[config.mk]
export PLATFORM = sky130hd
export DESIGN_NAME = gate_identifier
export DESIGN_NICKNAME = d
export VERILOG_FILES = /design/src/rtl/gate_identifier.sv
export SDC_FILE = /design/constraint.sdc
export NUM_CORES = 1
export LEC_CHECK = 0
export CAP_MARGIN = 5
export CELL_PAD_IN_SITES_DETAIL_PLACEMENT = 1
export CELL_PAD_IN_SITES_GLOBAL_PLACEMENT = 1
export CORE_MARGIN = 5
export CORE_UTILIZATION = 35
export DETAILED_ROUTE_END_ITERATION = 8
export GPL_ROUTABILITY_DRIVEN = 0
export GPL_TIMING_DRIVEN = 0
export PLACE_DENSITY_LB_ADDON = 0.1
export SKIP_LAST_GASP = 1
export SYNTH_ARGS = -nofsm -noshare
export SYNTH_HDL_FRONTEND = slang
export SYNTH_SLANG_ARGS = --single-unit
[constraint.sdc]
create_clock -name clk -period 1.6 [get_ports clk]
set_input_delay 0.32 -clock clk [delete_from_list [all_inputs] [get_ports clk]]
set_output_delay 0.32 -clock clk [all_outputs]
set_load 0.1 [all_outputs]
[src/rtl/gate_identifier.sv]
// Gate identifier: collects (a, b, y) observations of an unknown 2-input gate,
// builds its truth table and reports which standard gate it matches.
// Optional macro CANDIDATES_EN adds the cand[6:0] output and early reporting.
module gate_identifier #(
  parameter int TIMEOUT_CYCLES = 0,
  parameter int CNT_W          = 8
) (
  input  logic       clk,
  input  logic       rst_n,
  input  logic       clear,
  input  logic       in_valid,
  output logic       in_ready,
  input  logic       a,
  input  logic       b,
  input  logic       y,
  output logic       res_valid,
  input  logic       res_ack,
  output logic [2:0] gate_code,
  output logic       conflict,
  output logic       timeout,
  output logic [3:0] rows_seen
`ifdef CANDIDATES_EN
  ,
  output logic [6:0] cand
`endif
);

  localparam logic [1:0] ST_COLLECT = 2'd0;
  localparam logic [1:0] ST_REPORT  = 2'd1;
  localparam logic [1:0] ST_ERROR   = 2'd2;

  localparam bit TO_EN = (TIMEOUT_CYCLES != 0);
  localparam logic [CNT_W-1:0] TO_LAST = CNT_W'(TIMEOUT_CYCLES - 1);

  logic [1:0]       state;
  logic [3:0]       truth;
  logic [3:0]       seen;
  logic [2:0]       code;
  logic             conflict_q;
  logic             timeout_q;
  logic [CNT_W-1:0] idle_cnt;

  logic [1:0] row;
  logic       accept;
  logic       row_known;
  logic       row_mismatch;
  logic [3:0] truth_upd;
  logic [3:0] seen_upd;
  logic       full_upd;
  logic       idle_hit;
  logic       flush;

  // Truth table of gate code k; bit i is the output for row {a,b} = i.
  function automatic logic [3:0] pattern(input logic [2:0] k);
    logic [3:0] p;
    case (k)
      3'd0:    p = 4'b1000;
      3'd1:    p = 4'b1110;
      3'd2:    p = 4'b0011;
      3'd3:    p = 4'b0111;
      3'd4:    p = 4'b0001;
      3'd5:    p = 4'b0110;
      3'd6:    p = 4'b1001;
      default: p = 4'b0000;
    endcase
    return p;
  endfunction

  function automatic logic [2:0] decode(input logic [3:0] t);
    logic [2:0] r;
    r = 3'd7;
    for (int k = 6; k >= 0; k--) begin
      if (t == pattern(3'(k))) r = 3'(k);
    end
    return r;
  endfunction

`ifdef CANDIDATES_EN
  function automatic logic [6:0] consistent(input logic [3:0] t, input logic [3:0] s);
    logic [6:0] c;
    c = '0;
    for (int k = 0; k < 7; k++) begin
      c[k] = (((t ^ pattern(3'(k))) & s) == 4'b0000);
    end
    return c;
  endfunction

  function automatic logic [2:0] first_set(input logic [6:0] c);
    logic [2:0] r;
    r = 3'd7;
    for (int k = 6; k >= 0; k--) begin
      if (c[k]) r = 3'(k);
    end
    return r;
  endfunction

  logic [6:0] cand_upd;
  logic       early_go;
  logic [2:0] early_code;

  // Early report: the table after this accept leaves a single consistent gate.
  assign cand_upd   = consistent(truth_upd, seen_upd);
  assign early_go   = $onehot(cand_upd) && ($countones(seen_upd) >= 3);
  assign early_code = first_set(cand_upd);
  assign cand       = (state == ST_ERROR) ? 7'd0 : consistent(truth, seen);
`endif

  assign in_ready     = (state == ST_COLLECT);
  assign res_valid    = (state != ST_COLLECT);
  assign gate_code    = code;
  assign conflict     = conflict_q;
  assign timeout      = timeout_q;
  assign rows_seen    = seen;

  assign row          = {a, b};
  assign accept       = in_valid && in_ready;
  assign row_known    = seen[row];
  assign row_mismatch = row_known && (truth[row] != y);
  assign full_upd     = &seen_upd;
  assign idle_hit     = TO_EN && (seen != 4'b0000) && (idle_cnt == TO_LAST);
  assign flush        = clear || ((state != ST_COLLECT) && res_ack);

  always_comb begin
    truth_upd      = truth;
    seen_upd       = seen;
    truth_upd[row] = y;
    seen_upd[row]  = 1'b1;
  end

  // clear and a consumed result both return to an empty COLLECT.
  always_ff @(posedge clk or negedge rst_n) begin
    if (!rst_n) begin
      state      <= ST_COLLECT;
      truth      <= 4'b0000;
      seen       <= 4'b0000;
      code       <= 3'd7;
      conflict_q <= 1'b0;
      timeout_q  <= 1'b0;
      idle_cnt   <= '0;
    end else if (flush) begin
      state      <= ST_COLLECT;
      truth      <= 4'b0000;
      seen       <= 4'b0000;
      code       <= 3'd7;
      conflict_q <= 1'b0;
      timeout_q  <= 1'b0;
      idle_cnt   <= '0;
    end else begin
      case (state)
        ST_COLLECT: begin
          if (accept) begin
            idle_cnt <= '0;
            if (row_mismatch) begin
              state      <= ST_ERROR;
              conflict_q <= 1'b1;
            end else if (!row_known) begin
              truth <= truth_upd;
              seen  <= seen_upd;
              if (full_upd) begin
                state <= ST_REPORT;
                code  <= decode(truth_upd);
              end
`ifdef CANDIDATES_EN
              else if (early_go) begin
                state <= ST_REPORT;
                code  <= early_code;
              end
`endif
            end
          end else if (idle_hit) begin
            state     <= ST_ERROR;
            timeout_q <= 1'b1;
            idle_cnt  <= '0;
          end else if (TO_EN && (seen != 4'b0000)) begin
            idle_cnt <= idle_cnt + CNT_W'(1);
          end
        end
        ST_REPORT: begin
          idle_cnt <= '0;
        end
        ST_ERROR: begin
          idle_cnt <= '0;
        end
        default: begin
          state    <= ST_COLLECT;
          idle_cnt <= '0;
        end
      endcase
    end
  end

endmodule
==> impl_metrics.yaml, run 1 <==
setup_path:
  critical_path_buf_inv_count: 0
  slowest_stage: "mux4_2"
  end_kind: "flop"
  required_ns: 1.80
  critPathArrivalTime_ns: 1.93
  cp_top_family: "multiplexers"
  setup.worst_path.start_class: "flop"
  crit_fanout: 5
  cp_cell_sequence: "mux4_2 -> or3_4 -> mux2i_1 -> nor2_1"
  slowest_delay_ns: 0.54
  path_depth: 4
  path_class: "reg2reg"
  worstRegToRegCells: 4
final_layout:
  finalNonFillerCells: 214
  drive_gt1_share_pct: 38.82
  layout_common_cells: "17 x nor2_1, 14 x buf_4, 10 x nand2_1, 9 x clkbuf_4, 9 x a21oi_1"
  fin_util_pct: 52.89
  layout_commonest_cell: "nor2_1"
  diodes: 0
  area_growth_pct: 43.76
  nFillCells: 372
  final_area_um2: 1628
  finalNetCount: 180
grt:
  grtUsageTotal_pct: 18.26
  grt_max_degree: 15
  grt_pass1_vias: 1248
  grt_pass1_wl_um: 6030
  grt-ovfl-total: 0
  antenna_found_initial: 0
floorplan:
  io_pins: 19
  core_area_um2: 3078
  placementRows: 20
  die_area_um2: 4473
  die_w_um: 66.88
  start_util_pct: 36.79
  die_h_um: 66.88
synthesis:
  syn_avg_cell_area_um2: 8.146
  netlist_area_um2: 1132
  synth_nets: 148
  synth_edf_count: 0
  ys.flop_type: "dfrtp_1"
  ys_types: 44
  netlist_instances: 139
  ys_async_sr_fraction_pct: 100.0
  ys_seq_area_share_pct: 31.27
  yosys_warnings: 0
  synth.ff_latch_count: 14
status:
  status: "finished with violations"
  violations: "setup timing"
placed_design:
  placed_area_um2: 1408
  port_buffers: 17
  place_inst: 200
  hpwl_um: 2577
  post-place-ws_ns: -0.7092
routing:
  routed-wl-met3_um: 115
  drt_wl_total_um: 3628
  wl_met2_um: 1860
  num_vias: 1170
  viasPerCell: 5.467
  routedWlPerCell_um: 16.95
  antenna_left: 0
  wl_met1_um: 1593
  drt_pass1_iterations: 4
  drc: 0
  drt_iter0_markers: 54
  topRoutingLayerUsed: "met4"
job:
  cap_violations: 0
clocking:
  cts.sinks: 14
  cts_buffers: 3
  cts_buffer_depth: 2
  htreeDepth: 1
  clk_pin_slew_ns: 0.09
  cts_tree: "done"
  postCtsHoldBufs: 0
  root_buffer: "clkbuf_4"
  clk_latency_ns: 0.30
timing:
  slew_violations: 0
  fin_skew_ns: 0.001215
  rsz0062_at_grt: "yes"
  hold_viol: 0
  fin_crit_ns: 1.729
  finalSetupViolations: 7
  slew_headroom_pct: 56.21
  post-route-period-util_pct: 108.1
  fmax_ghz: 0.5782
  worst_hold_slack_ns: 0.4121
  worst_pin_slew_ns: 0.6548
  tns_ns: -0.4772
  setup_ws_ns: -0.1294
hold_path:
  hp-class: "in2async"
power_and_ir_drop:
  vdd_ir_drop_max_uv: 241.7
  p_per_area_nw_per_um2: 644.3
  p_leak_nw: 0.6668
  finalPower_mw: 1.049
## routing by layer
metal	up-vias	track usage, %
met3	5	2.024
met2	23	33.54
met4	0	7.595
li1	557	-
met1	585	21.12
met5	-	0
## logic make-up after synthesis
family                   Yosys count  synth area share (%)
multiplexers                       6                 7.514
buffers and inverters             19                 7.623
other                              1                0.3312
flip-flops                        14                 31.27
adder cells (fa/ha/maj)            1                 1.105
XOR/XNOR                           3                 2.321
AND/OR/NAND/NOR                   55                 25.08
AO/OA/AOI/OAI                     40                 24.75
## state kept, by name (all words and copies together) (netlist names)
signal	cells
truth	4
state	2
gate_code	3
rows_seen	4
conflict	1
## area by class of cell
| type | count | area, um2 | area share [%] |
|---|---|---|---|
| Multi-Input combinational cell | 106 | 809.5 | 49.73 |
| Sequential cell | 14 | 367.9 | 22.60 |
| Timing Repair Buffer | 28 | 234.0 | 14.37 |
| Buffer | 9 | 87.58 | 5.380 |
| Tap cell | 44 | 55.05 | 3.382 |
| Inverter | 9 | 37.54 | 2.306 |
| Clock buffer | 4 | 36.28 | 2.229 |
## cells in the mapped netlist, drive strengths merged (2+ instances only)
cell,n,area share [%]
a21oi,11,4.9
nor3,4,1.8
a22oi,3,2.0
nand2,10,3.3
buf,6,3.3
a31oi,3,1.7
and3b,2,1.5
o31ai,2,2.5
a211o,2,1.5
mux2i,4,3.5
o21ai,8,3.5
xnor2,2,1.5
nor4,4,2.8
dfrtp,11,24
clkbuf,4,1.3
nand2b,5,2.8
nor2b,4,2.2
mux4,2,4.0
inv,9,3.0
nor2,20,6.6
a21o,2,1.3
dfstp,3,7.0
## power breakdown
group | internal (mW) | switching [mW] | leakage [nW]
Sequential | 0.369 | 0.0166 | 0.174
Combinational | 0.143 | 0.242 | 0.472
Clock | 0.139 | 0.139 | 0.0210
## path summary, 6_finish.rpt
check,start,end,slack [ns]
setup / recovery,rows_seen[3]$_DFFE_PN0P_,truth[3]$_DFFE_PN0P_,-0.13
hold / removal,rst_n,rows_seen[3]$_DFFE_PN0P_,0.41
setup reg to reg,rows_seen[3]$_DFFE_PN0P_,truth[3]$_DFFE_PN0P_,-0.13
hold reg to reg,conflict$_DFFE_PN0P_,conflict$_DFFE_PN0P_,0.53
max in group asynchronous,rst_n,rows_seen[0]$_DFFE_PN0P_,0.71
min in group clk,conflict$_DFFE_PN0P_,conflict$_DFFE_PN0P_,0.53
## repair_timing
| action | CTS | global route |
|---|---|---|
| cloned | 1 | 0 |
| pin swaps | 10 | 5 |
| buffers inserted | 8 | 2 |
| gates resized for setup | 76 | 21 |
| hold endpoints to repair | 0 | 0 |
| setup endpoints to repair | 20 | 16 |
Note: power is estimated with default switching activity, not from simulation.
==> run 2, diff against run 1 <==
Settings changed: ABC_AREA from default to 1, CORE_UTILIZATION 35 to 33, PLACE_DENSITY from default to 0.77, PLACE_DENSITY_LB_ADDON 0.1 to default.
==> run 2 against run 1 <==
Net effect: the run still ends with setup timing left; via count fell by 14%; global-route usage is 3.7 points lower; worst hold slack got worse by 0.014 ns; power increased by 82%; register-to-register slack improved by 0.21 ns; first-iteration DRC count shrank 52%; non-clock buffer count down 10; largest cell class unchanged; highest routed layer unchanged.
==> impl_metrics.yaml, run 2 <==
status:
  status: "finished with violations"
  violations: "setup timing"
final_layout:
  final-seq-area_um2: 359.1
  layout_commonest_cell: "nand2_1"
  area_growth_pct: 31.98
  multi_input_area_um2: 591.8
  fin_util_pct: 45.16
  nFillCells: 400
  drive_gt1_share_pct: 41.07
  layout_common_cells: "46 x nand2_1, 11 x nand2_2, 9 x inv_1, 9 x buf_4"
  finalNetCount: 178
  diodes: 0
floorplan:
  io_pins: 19
  die_h_um: 66.27
  core_area_um2: 3053
  die_area_um2: 4391
  die_w_um: 66.27
  placementRows: 20
  start_util_pct: 34.22
setup_path:
  critical_path_buf_inv_count: 2
  critPathArrivalTime_ns: 1.29
  end_kind: "primary output"
  slowest_stage: "dfrtp_1"
  required_ns: 1.28
  cp_top_family: "flip-flops"
  cp_cell_sequence: "inv_2 -> ha_4 -> buf_4"
  crit_fanout: 5
  setup.worst_path.start_class: "flop"
  path_class: "reg2out"
  rrSetupSlack_ns: 0.08
  slowest_delay_ns: 0.40
synthesis:
  ys.flop_type: "dfrtp_1"
  ys_top_cells_by_area: "dfrtp_1 26%, nand2_1 17%, dfstp_2 7.5%"
  synth.ff_latch_count: 14
  post-synth-top-area-fraction_pct: 26.35
  synth.top_cells.by_count: "47 x nand2_1, 11 x dfrtp_1, 11 x inv_1"
  ys_async_sr_fraction_pct: 100.0
  yosysTopAreaCell: "dfrtp_1"
  synth_edf_count: 0
  synth_nets: 151
  yosysMostFrequentCell: "nand2_1"
  ys_types: 27
  ys_seq_area_share_pct: 33.89
  netlist_instances: 142
  syn_avg_cell_area_um2: 7.357
  yosys_warnings: 0
  netlist_area_um2: 1045
timing:
  fmax_ghz: 0.6228
  fin_crit_ns: 1.606
  setup_ws_ns: -0.005656
  fin_skew_ns: 0.006527
  slew_headroom_pct: 54.89
  hold_viol: 0
  post-route-period-util_pct: 100.4
  worst_pin_slew_ns: 0.6746
  rsz0062_at_grt: "yes"
  worst_hold_slack_ns: 0.3985
  finalSetupViolations: 1
  slew_violations: 0
hold_path:
  hp-class: "in2reg"
power_and_ir_drop:
  finalPower_mw: 1.905
  p_per_area_nw_per_um2: 1382
  p_leak_nw: 0.6487
  vdd_ir_drop_max_uv: 924.7
routing:
  drt_pass1_iterations: 4
  num_vias: 1002
  drc: 0
  drt_wl_total_um: 2753
  antenna_left: 0
  viasPerCell: 4.726
  drt_iter0_markers: 26
  routedWlPerCell_um: 12.99
grt:
  gr-max-usage-layer: "met2"
  met2_usage_pct: 26.02
  grt_max_degree: 15
  grtUsageTotal_pct: 14.51
  antenna_found_initial: 0
  grt_pass1_vias: 1077
  gr-usage-met3_pct: 2.381
  grt-ovfl-total: 0
  grt_pass1_wl_um: 4871
  met1_usage_pct: 16.79
clocking:
  clk_pin_slew_ns: 0.09
  cts_tree: "done"
  root_buffer: "clkbuf_4"
  cts_buffers: 3
  htreeDepth: 1
  clk_latency_ns: 0.29
  cts_buffer_depth: 2
  cts.sinks: 14
placed_design:
  hpwl_um: 2184
  port_buffers: 15
job:
  cap_violations: 0
==> run 2: changes by cell type after synthesis, moves of 4 or more <==
| cell | change |
|---|---|
| a21oi_1 | -7 |
| clkbuf_1 | -4 |
| inv_2 | +5 |
| mux2i_1 | -4 |
| nand2_1 | +37 |
| nand2_2 | +10 |
| nand2b_1 | -5 |
| nand3_1 | +8 |
| nor2_1 | -14 |
| nor2b_1 | -4 |
| nor3_1 | -4 |
| o21ai_0 | -6 |
| o21ai_1 | +7 |
==> run 2: worst paths after layout <==
kind                                     startpoint                        to  cells after the start
min in group asynchronous                     rst_n      conflict$_DFFE_PN0P_                      1
min                                               b  rows_seen[0]$_DFFE_PN0P_                      4
max reg2reg                    state[1]$_DFFE_PN0P_  gate_code[0]$_DFFE_PN1P_                     10
max                            state[1]$_DFFE_PN0P_                  in_ready                      3
max in group asynchronous                     rst_n  rows_seen[1]$_DFFE_PN0P_                      1
min reg2reg                gate_code[0]$_DFFE_PN1P_  gate_code[0]$_DFFE_PN1P_                      2
==> run 2: worst register-to-register path: cells and delay by family, from the launching register on <==
family                   cells  cell delay (ns)
flip-flops                   1             0.40
AO/OA/AOI/OAI                2             0.34
AND/OR/NAND/NOR              4             0.25
adder cells (fa/ha/maj)      1             0.21
buffers and inverters        3             0.27
==> run 2: per-stage QoR <==
stage          setup WS [ns]  setup TNS [ns]  area, um2  std cells
6_report           -0.005656       -0.005656       1379        212
5_1_grt             -0.04173         -0.1405       1379        212
4_1_cts              -0.1609         -0.1609       1315        207
3_5_place_dp         -0.5413          -4.112       1280        201
3_3_place_gp         -0.5285          -3.725       1280        201
2_1_floorplan        -0.1393         -0.8981       1075        142
==> run 2: logic make-up (layout without fill, tap and decap cells) <==
family	after synthesis	in the layout	share of synthesized area [%]
AND/OR/NAND/NOR	81	81	37.72
buffers and inverters	23	49	11.38
AO/OA/AOI/OAI	21	21	14.61
flip-flops	14	14	33.89
adder cells (fa/ha/maj)	1	1	1.197
other	1	1	0.3589
XOR/XNOR	1	1	0.8385
==> run 2: power breakdown <==
part           switching (mW)  total (mW)  internal, mW
sequential             0.0383       0.476         0.438
combinational           0.832        1.16         0.328
clock                   0.130       0.269         0.139
total                    1.00        1.91         0.905
==> run 2: routing by layer <==
layer	vias up	share of wire (%)
met5	-	0
met4	0	2.0
met3	5	3.7
met2	18	51
met1	479	44
li1	500	-
==> run 2: layout make-up <==
| class | instances | area share [%] |
|---|---|---|
| Sequential cell | 14 | 26.04 |
| Inverter | 18 | 6.171 |
| Timing Repair Buffer | 22 | 14.70 |
| Multi-Input combinational cell | 105 | 42.92 |
| Clock buffer | 4 | 2.632 |
| Buffer | 5 | 3.539 |
| Tap cell | 44 | 3.993 |
==> run 2: timing repair <==
action / CTS / global route
endpoints found under the setup margin: 13 / 10
hold buffers: 0 / 0
buffers inserted: 2 / 5
resized for setup: 41 / 10
pin swaps: 1 / 1
==> run 3, diff against run 2 <==
Settings changed: CTS_CLUSTER_SIZE from default to 40.
==> results of run 3 <==
No change in the layout: final DEF, timing and power equal those of run 2.
